`config.mk`:
```
export PLATFORM = sky130hd
export DESIGN_NAME = alu_mult_sequencer
export DESIGN_NICKNAME = d
export VERILOG_FILES = /design/src/rtl/alu_mult_sequencer.sv
export SDC_FILE = /design/constraint.sdc
export NUM_CORES = 1
export LEC_CHECK = 0
export BUFFER_PORTS_ARGS = -buffer_cell sky130_fd_sc_hd__buf_4
export CORE_ASPECT_RATIO = 0.6
export CORE_MARGIN = 1.5
export CORE_UTILIZATION = 48
export CTS_CLUSTER_DIAMETER = 50
export DETAILED_ROUTE_END_ITERATION = 8
export MAX_ROUTING_LAYER = met4
export PLACE_DENSITY = 0.88
export SLEW_MARGIN = 10
export SYNTH_ARGS = -nofsm -noshare
export SYNTH_HDL_FRONTEND = slang
export SYNTH_SLANG_ARGS = --single-unit
```
`constraint.sdc`:
```
create_clock -name clock -period 5.46 [get_ports clock]
set_input_delay 0.273 -clock clock [delete_from_list [all_inputs] [get_ports clock]]
set_output_delay 0.273 -clock clock [all_outputs]
set_load 0.01 [all_outputs]
```
`src/rtl/alu_mult_sequencer.sv`:
```
// Iterative radix-2 Booth multiplier that borrows the shared ALU for its add/sub
// steps and otherwise passes the execute-stage ALU request straight through.
module alu_mult_sequencer #(
  parameter int WIDTH = 32,
  parameter int STEPS = 32
) (
  input  logic             clock,
  input  logic             reset,
  input  logic             ctrl_MULT,
  input  logic [WIDTH-1:0] data_operandA,
  input  logic [WIDTH-1:0] data_operandB,
  input  logic [WIDTH-1:0] exe_operandA,
  input  logic [WIDTH-1:0] exe_operandB,
  input  logic [4:0]       exe_opcode,
  input  logic [4:0]       exe_shamt,
  output logic [WIDTH-1:0] alu_operandA,
  output logic [WIDTH-1:0] alu_operandB,
  output logic [4:0]       alu_opcode,
  output logic [4:0]       alu_shamt,
  input  logic [WIDTH-1:0] alu_result,
  input  logic             alu_overflow,
  output logic             stall_exe,
  output logic [WIDTH-1:0] data_result,
  output logic             data_exception,
  output logic             data_resultRDY
);

  localparam int CW = $clog2(STEPS);

  localparam logic [4:0] OP_ADD = 5'b00000;
  localparam logic [4:0] OP_SUB = 5'b00001;

  typedef enum logic [1:0] {
    IDLE = 2'd0,
    RUN  = 2'd1,
    DONE = 2'd2
  } state_t;

  state_t           state;
  state_t           state_next;
  logic [WIDTH-1:0] m;
  logic [WIDTH-1:0] p_hi;
  logic [WIDTH-1:0] p_lo;
  logic             q_1;
  logic [CW-1:0]    count;
  logic [WIDTH-1:0] result_q;
  logic             exc_q;

  logic             sum_sign;
  logic [WIDTH-1:0] hi_next;
  logic [WIDTH-1:0] lo_next;
  logic             last_step;

  // The ALU's 32-bit sum can wrap; xor with overflow recovers the true sign
  // of the 33-bit sum so the arithmetic shift stays correct near -2^31.
  always_comb begin
    sum_sign  = alu_result[WIDTH-1] ^ alu_overflow;
    hi_next   = {sum_sign, alu_result[WIDTH-1:1]};
    lo_next   = {alu_result[0], p_lo[WIDTH-1:1]};
    last_step = (count == CW'(STEPS - 1));
  end

  always_comb begin
    state_next   = state;
    alu_operandA = exe_operandA;
    alu_operandB = exe_operandB;
    alu_opcode   = exe_opcode;
    alu_shamt    = exe_shamt;
    case (state)
      IDLE: begin
        if (ctrl_MULT) state_next = RUN;
      end
      RUN: begin
        alu_operandA = p_hi;
        alu_operandB = '0;
        alu_opcode   = OP_ADD;
        alu_shamt    = '0;
        case ({p_lo[0], q_1})
          2'b01: alu_operandB = m;
          2'b10: begin
            alu_operandB = m;
            alu_opcode   = OP_SUB;
          end
          default: ;
        endcase
        if (last_step) state_next = DONE;
      end
      DONE: begin
        state_next = ctrl_MULT ? RUN : IDLE;
      end
      default: state_next = IDLE;
    endcase
  end

  // Result and exception are captured on the final step so they are valid
  // during DONE and hold until the next product completes.
  always_ff @(posedge clock or posedge reset) begin
    if (reset) begin
      state    <= IDLE;
      m        <= '0;
      p_hi     <= '0;
      p_lo     <= '0;
      q_1      <= 1'b0;
      count    <= '0;
      result_q <= '0;
      exc_q    <= 1'b0;
    end else begin
      state <= state_next;
      case (state)
        IDLE, DONE: begin
          if (ctrl_MULT) begin
            m     <= data_operandA;
            p_hi  <= '0;
            p_lo  <= data_operandB;
            q_1   <= 1'b0;
            count <= '0;
          end
        end
        RUN: begin
          p_hi  <= hi_next;
          p_lo  <= lo_next;
          q_1   <= p_lo[0];
          count <= count + 1'b1;
          if (last_step) begin
            result_q <= lo_next;
            exc_q    <= (hi_next != {WIDTH{lo_next[WIDTH-1]}});
          end
        end
        default: ;
      endcase
    end
  end

  assign stall_exe      = (state == RUN);
  assign data_resultRDY = (state == DONE);
  assign data_result    = result_q;
  assign data_exception = exc_q;

endmodule

```
# --- Word level (Yosys, flattened, before mapping) ---
# Index checks and enable logic that the tools add are counted.
totals:
  register_bits: 137
  input_bits: 174
  output_inout_bits: 109
  elab_cells: 45
op_classes:
  addsub: 1
  n_eq_ne: 9
  n_mux: 18
  bitwise: 1
  n_reduce_logical: 8
ops:
  columns: ["op", "count"]
  rows:
  - ["$mux 32", 5]
  - ["$pmux 32 s2", 2]
  - ["$ne 32x32->1", 1]
  - ["$mux 5", 3]
  - ["$pmux 5 s2", 1]
  - ["$reduce_and 2->1", 4]
  - ["$pmux 2 s3", 1]
  - ["$add 5x1->5 const B", 1]
  - ["$eq 5x5->1 const B", 1]
  - ["$eq 2x1->1 const B", 2]
  - ["$eq 2x2->1 const B", 2]
  - ["$mux 2", 2]
  - ["$ne 2x2->1 const B", 2]
  - ["$reduce_or 2->1", 2]
  - ["$mux 1", 3]
  - ["$logic_not 2->1", 1]
  - ["$ne 2x1->1 const B", 1]
  - ["$pmux 1 s2", 1]
  - ["$reduce_bool 2->1", 1]
  - ["$xor 1x1->1", 1]

# --- Logic depth before layout (Yosys ltp) ---
# Gate-level depths: netlist (run 1).
depth:
  depth_word: 4
  depth_mapped: 8
  ltp_nobuf: 7

# --- Worst setup path after synthesis (run 1) ---
# OpenSTA, ideal clock, no wires.
synth_path:
  path_type: "register to register"
  start: "register count[0]"
  end: "register result_q[10], in the netlist data_result[10]"
  setup_ns: 0.127
  t_arrival_ns: 1.849
  required_ns: 5.333
  slack_ns: 3.484
  path_stages_with_launch: 7
  n_path_buf: 1
  synth_period_minus_slack_ns: 1.976
  cell_sequence: "dfrtp_1 > ha_1 > and3_1 > ha_1 > nand3b_2 > buf_1 > mux2_1"
synth_via:
  elab_chain_cells: 2
synth_rtl:
  columns: ["item", "line_no", "text"]
  rows:
  - ["from (decl)", "45", "logic [CW-1:0] count;"]
  - ["from (signal assigned)", "123", "count <= count + 1'b1;"]
  - ["$eq 5x5->1", "60", "last_step = (count == CW'(STEPS - 1));"]
  - ["$reduce_and 2->1 (no line)", null, null]
  - ["to (signal assigned)", "125", "result_q <= lo_next;"]
  - ["to (decl)", "46", "logic [WIDTH-1:0] result_q;"]
# Every way passes these cells.
# A chain may end at the register's enable or synchronous reset.

# --- Worst setup path after layout (run 1) ---
layout_path:
  start: "register state[1]"
  end: "output alu_operandB[18]"
layout_via:
  elab_chain_cells: 2
layout_rtl:
  columns: ["item", "line_no", "text"]
  rows:
  - ["from (decl)", "39", "state_t state;"]
  - ["from (signal assigned)", "108", "state <= state_next;"]
  - ["$eq 2x1->1", "69", "case (state)"]
  - ["$mux 32", "69", null]
  - ["to (decl)", "17", "output logic [WIDTH-1:0] alu_operandB,"]
# Every way passes these cells.

==> results.txt, run 1 <==
The flow ran to the end, and the final reports show no timing, DRC or antenna violations. Using the TritonRoute via totals, the vias-per-cell ratio works out to slightly above 5. Setup violations remaining at the end of the flow were counted as 0.

STA puts the critical path data arrival time at approximately 2.7 ns. The die width came out at approximately 150 µm. The worst register-to-register path begins at count[0]. STA classifies the critical path endpoint as an output pin.

The setup clock skew after layout is between 0.01 and 0.015 ns. The total DRC errors in the routed layout is 0. The analysis attributes to cell leakage a power of between 4 and 5 nW. Before antenna repair, the detailed router went through 5 iterations. The maximum number of pins on one net before global-route repair is between 80 and 90. The antenna diode count came out at 0.

CTS saw 137 sinks. The routed length per instance came out at between 15 and 20 µm. The area growth from synthesis to final layout is 42.9%.

The total clock buffers created by CTS is 17. The pin slew with the least headroom to its limit is a little over 1 ns. Along the worst path, the maximum fanout reaches between 70 and 80.

In the final timing run, aggregate negative setup slack is 0 ns. Sequential elements use between 50% and 60% of the synthesized area. The total core area is about 13000 µm². The highest attainable clock frequency came out at about 340 MHz.

The count of pins over their slew limit is 0. The peak ir drop on the vdd network is ~0.34 mV. After layout, the minimum clock period comes to 2.96 ns. Pin placement for this block handled between 200 and 300 I/O pins. The count of cell types in the netlist came out at 37. The CTS tree is done. The post-DP HPWL came out at between 10000 and 15000 µm.

The clock transition at the registers of the reported paths is ~0.060 ns. The via count of the first global-routing pass came out at 6000. The number of buffers on the longest clock path came out at 2. Clock tree synthesis selected as its root buffer the cell sky130_fd_sc_hd__clkbuf_16. The worst hold path terminates at m[17]. The net count after synthesis is roughly 900. The power per cell area came out at about 550 nW/µm². The class of the tightest hold or removal check is in2reg. In this run the mean area of a mapped cell was 9.06 µm². The required time reported for the critical path endpoint is 5.19 ns. Yosys printed 0 warnings. The number of failing hold endpoints at the final stage came out at 0. The number of flops mapped to enable cells by yosys came out at 0. The number of H-tree levels came out at 4. In this run the most critical hold path is launched from data_operandA[17]. The worst register-to-register path has a setup slack of 2.88 ns. The worst setup path is launched from a register. The worst setup path is of the reg2out kind. Setup repair after global routing left no endpoint under its margin. The post-route core utilization is 70.9%. The net count of the finished layout is between 1000 and 1500. The area fraction of the dominant cell type after synthesis is 53.4%.

The die covers approximately 14000 µm². The gate count after technology mapping came out at 708. The least setup slack across all paths after layout came out at between 2 and 3 ns.

The combined flip-flop and latch cell area came out at ~3400 µm². The area taken by multi-input logic gates is approximately 2800 µm². The flip-flop cell with the highest count after synthesis is sky130_fd_sc_hd__dfrtp_1.

The total congestion overflow after global routing came out at 0. The depth of the most critical reg-to-reg path came out at 7. In the synthesized netlist the async set-or-reset flop fraction comes to 100%. The share of the cycle needed by the critical path after routing is 54.1%. The tool flagged a number of max-cap violations equal to 0. After the first detailed-routing iteration, the DRC count stood at 360. The number of filler cells placed in the layout is slightly below 1000. After clock tree synthesis, the setup repair step added 0 buffers. The endpoint identified for the worst register-to-register timing path is data_exception. The initial antenna violation count is 0. The first global-routing pass estimated approximately 31000 µm of wire. The row count is 32. At the placement stage, the worst setup path has a slack of 2.89 ns.

The routability-driven placement congestion ratio came out at 0.860. By area the synthesized netlist is led by sky130_fd_sc_hd__dfrtp_1, sky130_fd_sc_hd__nand2_1, sky130_fd_sc_hd__mux2_1, sky130_fd_sc_hd__a22o_1, sky130_fd_sc_hd__a22oi_1. The overall global routing resource usage is 28.2%.

The synthesis-stage register bit count came out at 137. The ratio of cells with drive above 1 in the final layout is about a third. The total standard cell area after synthesis came out at 6420 µm². The sum of routed wire length over all layers came out at between 15000 and 20000 µm. The height of the die is between 90 and 100 µm. Measured against its own limit, the worst slew margin works out to a little under a third. The remaining antenna violation count is 0.

The cell depth of the worst min-delay path is 3. The initial cell density of the core is between 40% and 50%. The insertion delay to the later sink of the worst-skew pair came out at roughly 0.4 ns. The detailed router placed 5980 vias in this run. The dominant cell type by area after synthesis is sky130_fd_sc_hd__dfrtp_1. During placement, the flow inserted port buffers numbering approximately 280.
[placed cells by master (no fill, tap or decap), types with 2 or more instances in the layout]
| cell type | count |
|---|---|
| sky130_fd_sc_hd__nand2_1 | 332 |
| sky130_fd_sc_hd__buf_4 | 288 |
| sky130_fd_sc_hd__dfrtp_1 | 137 |
| sky130_fd_sc_hd__a22o_1 | 33 |
| sky130_fd_sc_hd__a22oi_1 | 32 |
| sky130_fd_sc_hd__nand3b_1 | 32 |
| sky130_fd_sc_hd__mux2_1 | 28 |
| sky130_fd_sc_hd__clkbuf_16 | 17 |
| sky130_fd_sc_hd__and2_1 | 9 |
| sky130_fd_sc_hd__o21ai_1 | 7 |
| sky130_fd_sc_hd__nand4_1 | 7 |
| sky130_fd_sc_hd__nor2_1 | 5 |
| sky130_fd_sc_hd__inv_6 | 5 |
| sky130_fd_sc_hd__nand3_1 | 3 |
| sky130_fd_sc_hd__clkinv_2 | 3 |
| sky130_fd_sc_hd__nor4_1 | 3 |
| sky130_fd_sc_hd__nor3_1 | 3 |
| sky130_fd_sc_hd__mux2_2 | 3 |
| sky130_fd_sc_hd__ha_1 | 3 |
| sky130_fd_sc_hd__clkinvlp_4 | 3 |
| sky130_fd_sc_hd__inv_1 | 2 |
| sky130_fd_sc_hd__a31oi_1 | 2 |
| sky130_fd_sc_hd__clkbuf_1 | 2 |
| sky130_fd_sc_hd__clkinv_4 | 2 |
[how the worst max path moves through the flow]
stage / endpoint / depth (start not counted) / startpoint / slack, ns
3_5_place_dp: data_exception / 7 / count[1] / 2.89
4_1_cts: alu_opcode[0] / 6 / state[1] / 2.52
5_1_grt: alu_operandB[20] / 6 / state[0] / 2.35
6_report: alu_operandB[18] / 6 / state[1] / 2.50
3_3_place_gp: data_exception / 7 / count[0] / 2.99
2_1_floorplan: count[0] / 1 / reset / 1.52
[flip-flops by register name (all words and copies together) (netlist names)]
signal          cells
data_result        32
m                  32
p_hi               32
p_lo               32
count               5
state               2
data_exception      1
q_1                 1
[repair_timing]
action / 4_1_cts / 5_1_grt
hold buffers: 1 / 0
hold endpoints to repair: 54 / 0
resized for setup: 0 / 0
endpoints found under the setup margin: 0 / 0
[power by group]
part | internal [mW] | switching [mW]
Clock | 0.645 | 0.451
Sequential | 1.42 | 0.266
Combinational | 1.09 | 1.22
[cells by family (layout without fill, tap and decap cells)]
| logic type | count (synthesis) | count (layout) | synth area share (%) |
|---|---|---|---|
| buf+inv | 53 | 326 | 3.72 |
| xor+xnor | 1 | 1 | 0.137 |
| simple gates | 407 | 407 | 27.4 |
| fa+ha+maj | 3 | 3 | 0.585 |
| flops | 137 | 137 | 53.4 |
| mux | 31 | 31 | 5.44 |
| compound gates | 76 | 76 | 9.28 |
[cell usage after synthesis, drive strengths merged (6+ instances only)]
cell and n:
nand2 332, dfrtp 137, a22o 33, nand3b 33
a22oi 32, clkbuf 31, mux2 31, buf 17
and2 9, nand4 7, o21ai 7, nor2 6
[layout make-up]
cell class	instances	share of cell area, %
clock buffers	20	4.87
inverters	5	0.300
well taps	170	2.32
flip-flops and latches	137	37.4
repair buffers	289	23.7
multi-input cells	518	30.2
clock inverters	12	1.26
[routing by layer]
| metal | vias to the layer above | GRT usage [%] | wire length (µm) |
|---|---|---|---|
| li1 | 2871 | - | - |
| met1 | 2852 | 36.6 | 8290 |
| met2 | 235 | 45.1 | 9040 |
| met3 | 22 | 6.50 | 1350 |
| met4 | 0 | 7.52 | 213 |
| met5 | - | - | 0 |
[critical path, stage by stage, from the launching register on]
cell and delay, ns:
sky130_fd_sc_hd__dfrtp_1 0.38, sky130_fd_sc_hd__nand2b_2 0.21, sky130_fd_sc_hd__inv_4 0.57, sky130_fd_sc_hd__buf_4 0.65, sky130_fd_sc_hd__nand3b_1 0.16, sky130_fd_sc_hd__nand2_1 0.13, sky130_fd_sc_hd__buf_4 0.13
[through the flow]
| stage | hold slack (ns) | total power [mW] | cell area [µm²] | instances |
|---|---|---|---|---|
| 2_1_floorplan | 0.378 | 2.97 | 6420 | 708 |
| 3_3_place_gp | 0.355 | 3.93 | 8600 | 1118 |
| 3_5_place_dp | 0.351 | 4.00 | 8600 | 1118 |
| 4_1_cts | 0.0411 | 5.11 | 9170 | 1151 |
| 5_1_grt | 0.0405 | 5.46 | 9170 | 1151 |
| 6_report | 0.0563 | 5.09 | 9170 | 1151 |
(Power assumes the default switching activity.)
==> inputs of run 2 (changes only) <==
--- a/config.mk
+++ b/config.mk
@@ -8,11 +8,11 @@
 export BUFFER_PORTS_ARGS = -buffer_cell sky130_fd_sc_hd__buf_4
 export CORE_ASPECT_RATIO = 0.6
 export CORE_MARGIN = 1.5
-export CORE_UTILIZATION = 48
+export CORE_UTILIZATION = 43
 export CTS_CLUSTER_DIAMETER = 50
 export DETAILED_ROUTE_END_ITERATION = 8
 export MAX_ROUTING_LAYER = met4
-export PLACE_DENSITY = 0.88
+export PLACE_DENSITY = 0.84
 export SLEW_MARGIN = 10
 export SYNTH_ARGS = -nofsm -noshare
 export SYNTH_HDL_FRONTEND = slang
==> constraint.sdc (replaced) <==
create_clock -name clock -period 2.7 [get_ports clock]
set_input_delay 0.135 -clock clock [delete_from_list [all_inputs] [get_ports clock]]
set_output_delay 0.135 -clock clock [all_outputs]
set_load 0.01 [all_outputs]
==> results.txt, run 2 (same netlist as run 1, synthesis figures left out) <==
The total congestion overflow after global routing is 0 (unchanged). The initial cell density of the core is 44.1% (-5.5 points). The final setup TNS came out at 0 ns (unchanged). The cell sitting at the root of the clock tree is a sky130_fd_sc_hd__clkbuf_16. The number of H-tree levels is 4 (unchanged).

The number of clock sinks came out at 137 (unchanged). The port buffer count came to 282 (unchanged). The row count was 34 (+6.3%). The clock transition at the registers of the reported paths came out at 0.06 ns (about the same). The required time reported for the critical path endpoint came out at 2.57 ns (-2.62 ns). The worst reg-to-reg setup slack came out at 0.67 ns (-2.21 ns). The highest attainable clock frequency is between 400 and 500 MHz. The arrival time at the worst endpoint came out at 2.19 ns (-0.49 ns).

The power after layout was 10.8 mW (+110%). The post-route standard cell area excluding fillers is 10300 µm² (+12%). The ratio of cells with drive above 1 in the final layout is 31.5% (-2.4 points).

The wire length of the first global-routing pass came out at 34000 µm (+11%). The antenna diode count came out at 0 (unchanged). The power per cell area came out at 1050 nW/µm² (+89%). The total die area came out at 15700 µm² (+11%). The class of the tightest hold or removal check is in2reg.

The instance area after placement came out at 8750 µm² (+1.8%). The endpoint identified for the worst register-to-register timing path is data_result[15]. The post-route core utilization is 70.9% (about the same). The internal power contribution is 6.73 mW (+110%).

The setup clock skew after layout came out at 0.0112 ns (-0.00193 ns). The count of boundary I/O pins is 283 (unchanged). The height of the die came to 97.6 µm (+5.5%). The remaining antenna violation count came to 0 (unchanged).

The maximum fanout along the worst path came out at 79 (+5.3%). Setup repair after global routing left no endpoint under its margin. The overall global routing resource usage came out at 28.4% (+0.17 points). The depth of the most critical reg-to-reg path is 6 (-1). The area growth from synthesis to final layout is 60.7%. The routed length per instance came to 16.8 µm (+2.4%). The vias per cell was 5.17 (-0.57%). The power share of the sequential group came out at 31.6% (-1.5 points). STA classifies the critical path startpoint as a register. Leaving out fill and tap cells, the most frequent cells in the layout are sky130_fd_sc_hd__nand2_1, sky130_fd_sc_hd__buf_4, sky130_fd_sc_hd__dfrtp_1. The power dissipated by switching net loads is 4.10 mW (+110%).

STA classifies the critical path endpoint as an output pin. The maximum number of pins on one net before global-route repair came out at 80 (-4.8%). The total core area was 14500 µm² (+13%). The first-pass iteration count of the detailed router came out at 6 (+1). The post-layout minimum cycle time came out at 2.33 ns.

The pin slew with the least headroom to its limit is 0.880 ns (-0.135 ns). The run finished with clean final reports. By startpoint and endpoint, the worst setup path is classified as reg2out. The buffer count from post-CTS setup fixing came out at 0 (unchanged).

The number of hold-repair buffers added at the cts stage is 94 (+93). The number of maximum-capacitance constraint violations is 0 (unchanged). The total number of nets in the final design was 1243 (+8.6%).

The sum of routed wire length over all layers came out at 21500 µm (+14%). The number of buffers on the longest clock path is 2 (unchanged). The number of violations reported at the end of detailed-routing iteration 0 is 512 (+42%).

The proportion of power drawn by the clock network is 22.7% (+1.2 points). The fraction of power consumed by combinational cells came to 45.7% (+0.4 points). Dividing the final minimum period by the clock period gives approximately 86%.

The post-DP HPWL came out at 13500 µm (+3.1%). The worst register-to-register path begins at count[0]. The die width is 161 µm (+5.5%). The quantity of gates resized following cts came out at 0 (unchanged). The switching share of power is 37.9% (-0.16 points). The number of failing hold endpoints at the final stage was 0 (unchanged). The number of filler cells placed in the layout is 1053 (+7.9%).

The hold path startpoint is alu_result[31]. The peak ir drop on the vdd network came out at 0.547 mV (+61%). The tightest hold margin came to 0.0364 ns (-0.0199 ns). The total DRC errors in the routed layout came out at 0 (unchanged).

The total vias in the final route is 6597 (+10%). The worst hold path terminates at p_hi[30]. The count of final setup violators came out at 0 (unchanged). The count of pins over their slew limit was 0 (unchanged). The standby leakage power is 5.28 nW (+9.9%). The routability-driven placement congestion ratio is 0.800 (-7.0%). The via count of the first global-routing pass came out at 6508 (+8.5%). The insertion delay to the later sink of the worst-skew pair came out at 0.40 ns (about the same).

The initial antenna violation count came out at 0 (unchanged). TritonCTS built the clock tree. The total clock buffers created by CTS was 17 (unchanged). The cell depth of the worst min-delay path came to 2 (-1). The worst relative slew slack came out at 41.2% (+9.2 points). Leaving out fill and tap cells, the most frequent cell in the layout is sky130_fd_sc_hd__nand2_1.
-- run 2: how the worst max path moves through the flow --
stage             start  cells past startpoint               end
2_1_floorplan  count[0]                      6   data_result[10]
3_3_place_gp   count[0]                      6    data_result[6]
3_5_place_dp   count[0]                      6    data_result[3]
5_1_grt        state[0]                      5   alu_operandB[0]
6_report       state[0]                      5   alu_operandB[0]
4_1_cts        state[0]                      5  alu_operandB[27]
-- run 2: area by class of cell --
class | count | area, µm² | area share (%)
Clock inverter | 14 | 184 | 1.78
Tap cell | 198 | 248 | 2.40
Clock buffer | 18 | 439 | 4.26
Timing Repair Buffer | 387 | 3220 | 31.2
Sequential cell | 137 | 3430 | 33.2
Multi-Input combinational cell | 518 | 2770 | 26.9
Inverter | 5 | 26.3 | 0.255
-- run 2: metal layers --
layer / up-vias / routed length (µm) / GRT usage, %
li1: 3073 / - / -
met1: 3182 / 9000 / 35.8
met2: 307 / 10500 / 46.5
met3: 35 / 1580 / 6.19
met4: 0 / 398 / 7.76
met5: - / 0 / -
-- run 2: worst max-delay path, cell delays in order, from the launching register on --
cell	delay [ns]
sky130_fd_sc_hd__dfrtp_1	0.50
sky130_fd_sc_hd__nand2b_4	0.14
sky130_fd_sc_hd__buf_4	0.64
sky130_fd_sc_hd__nand2_1	0.19
sky130_fd_sc_hd__nand2_1	0.13
sky130_fd_sc_hd__buf_4	0.13
-- run 2: metrics by stage --
step           worst slack [ns]  cells
6_report                  0.372   1277
5_1_grt                   0.232   1277
4_1_cts                   0.442   1277
3_5_place_dp              0.693   1151
3_3_place_gp              0.752   1151
2_1_floorplan             0.724    708
-- run 2: power groups by stage --
stage	logic, mW	registers (mW)	clock network, mW
finish	4.96	3.42	2.46
global route	5.42	3.52	2.60
CTS	4.89	3.40	2.49
detailed placement	4.74	3.42	0
global placement	4.67	3.37	0
floorplan	2.68	3.31	0
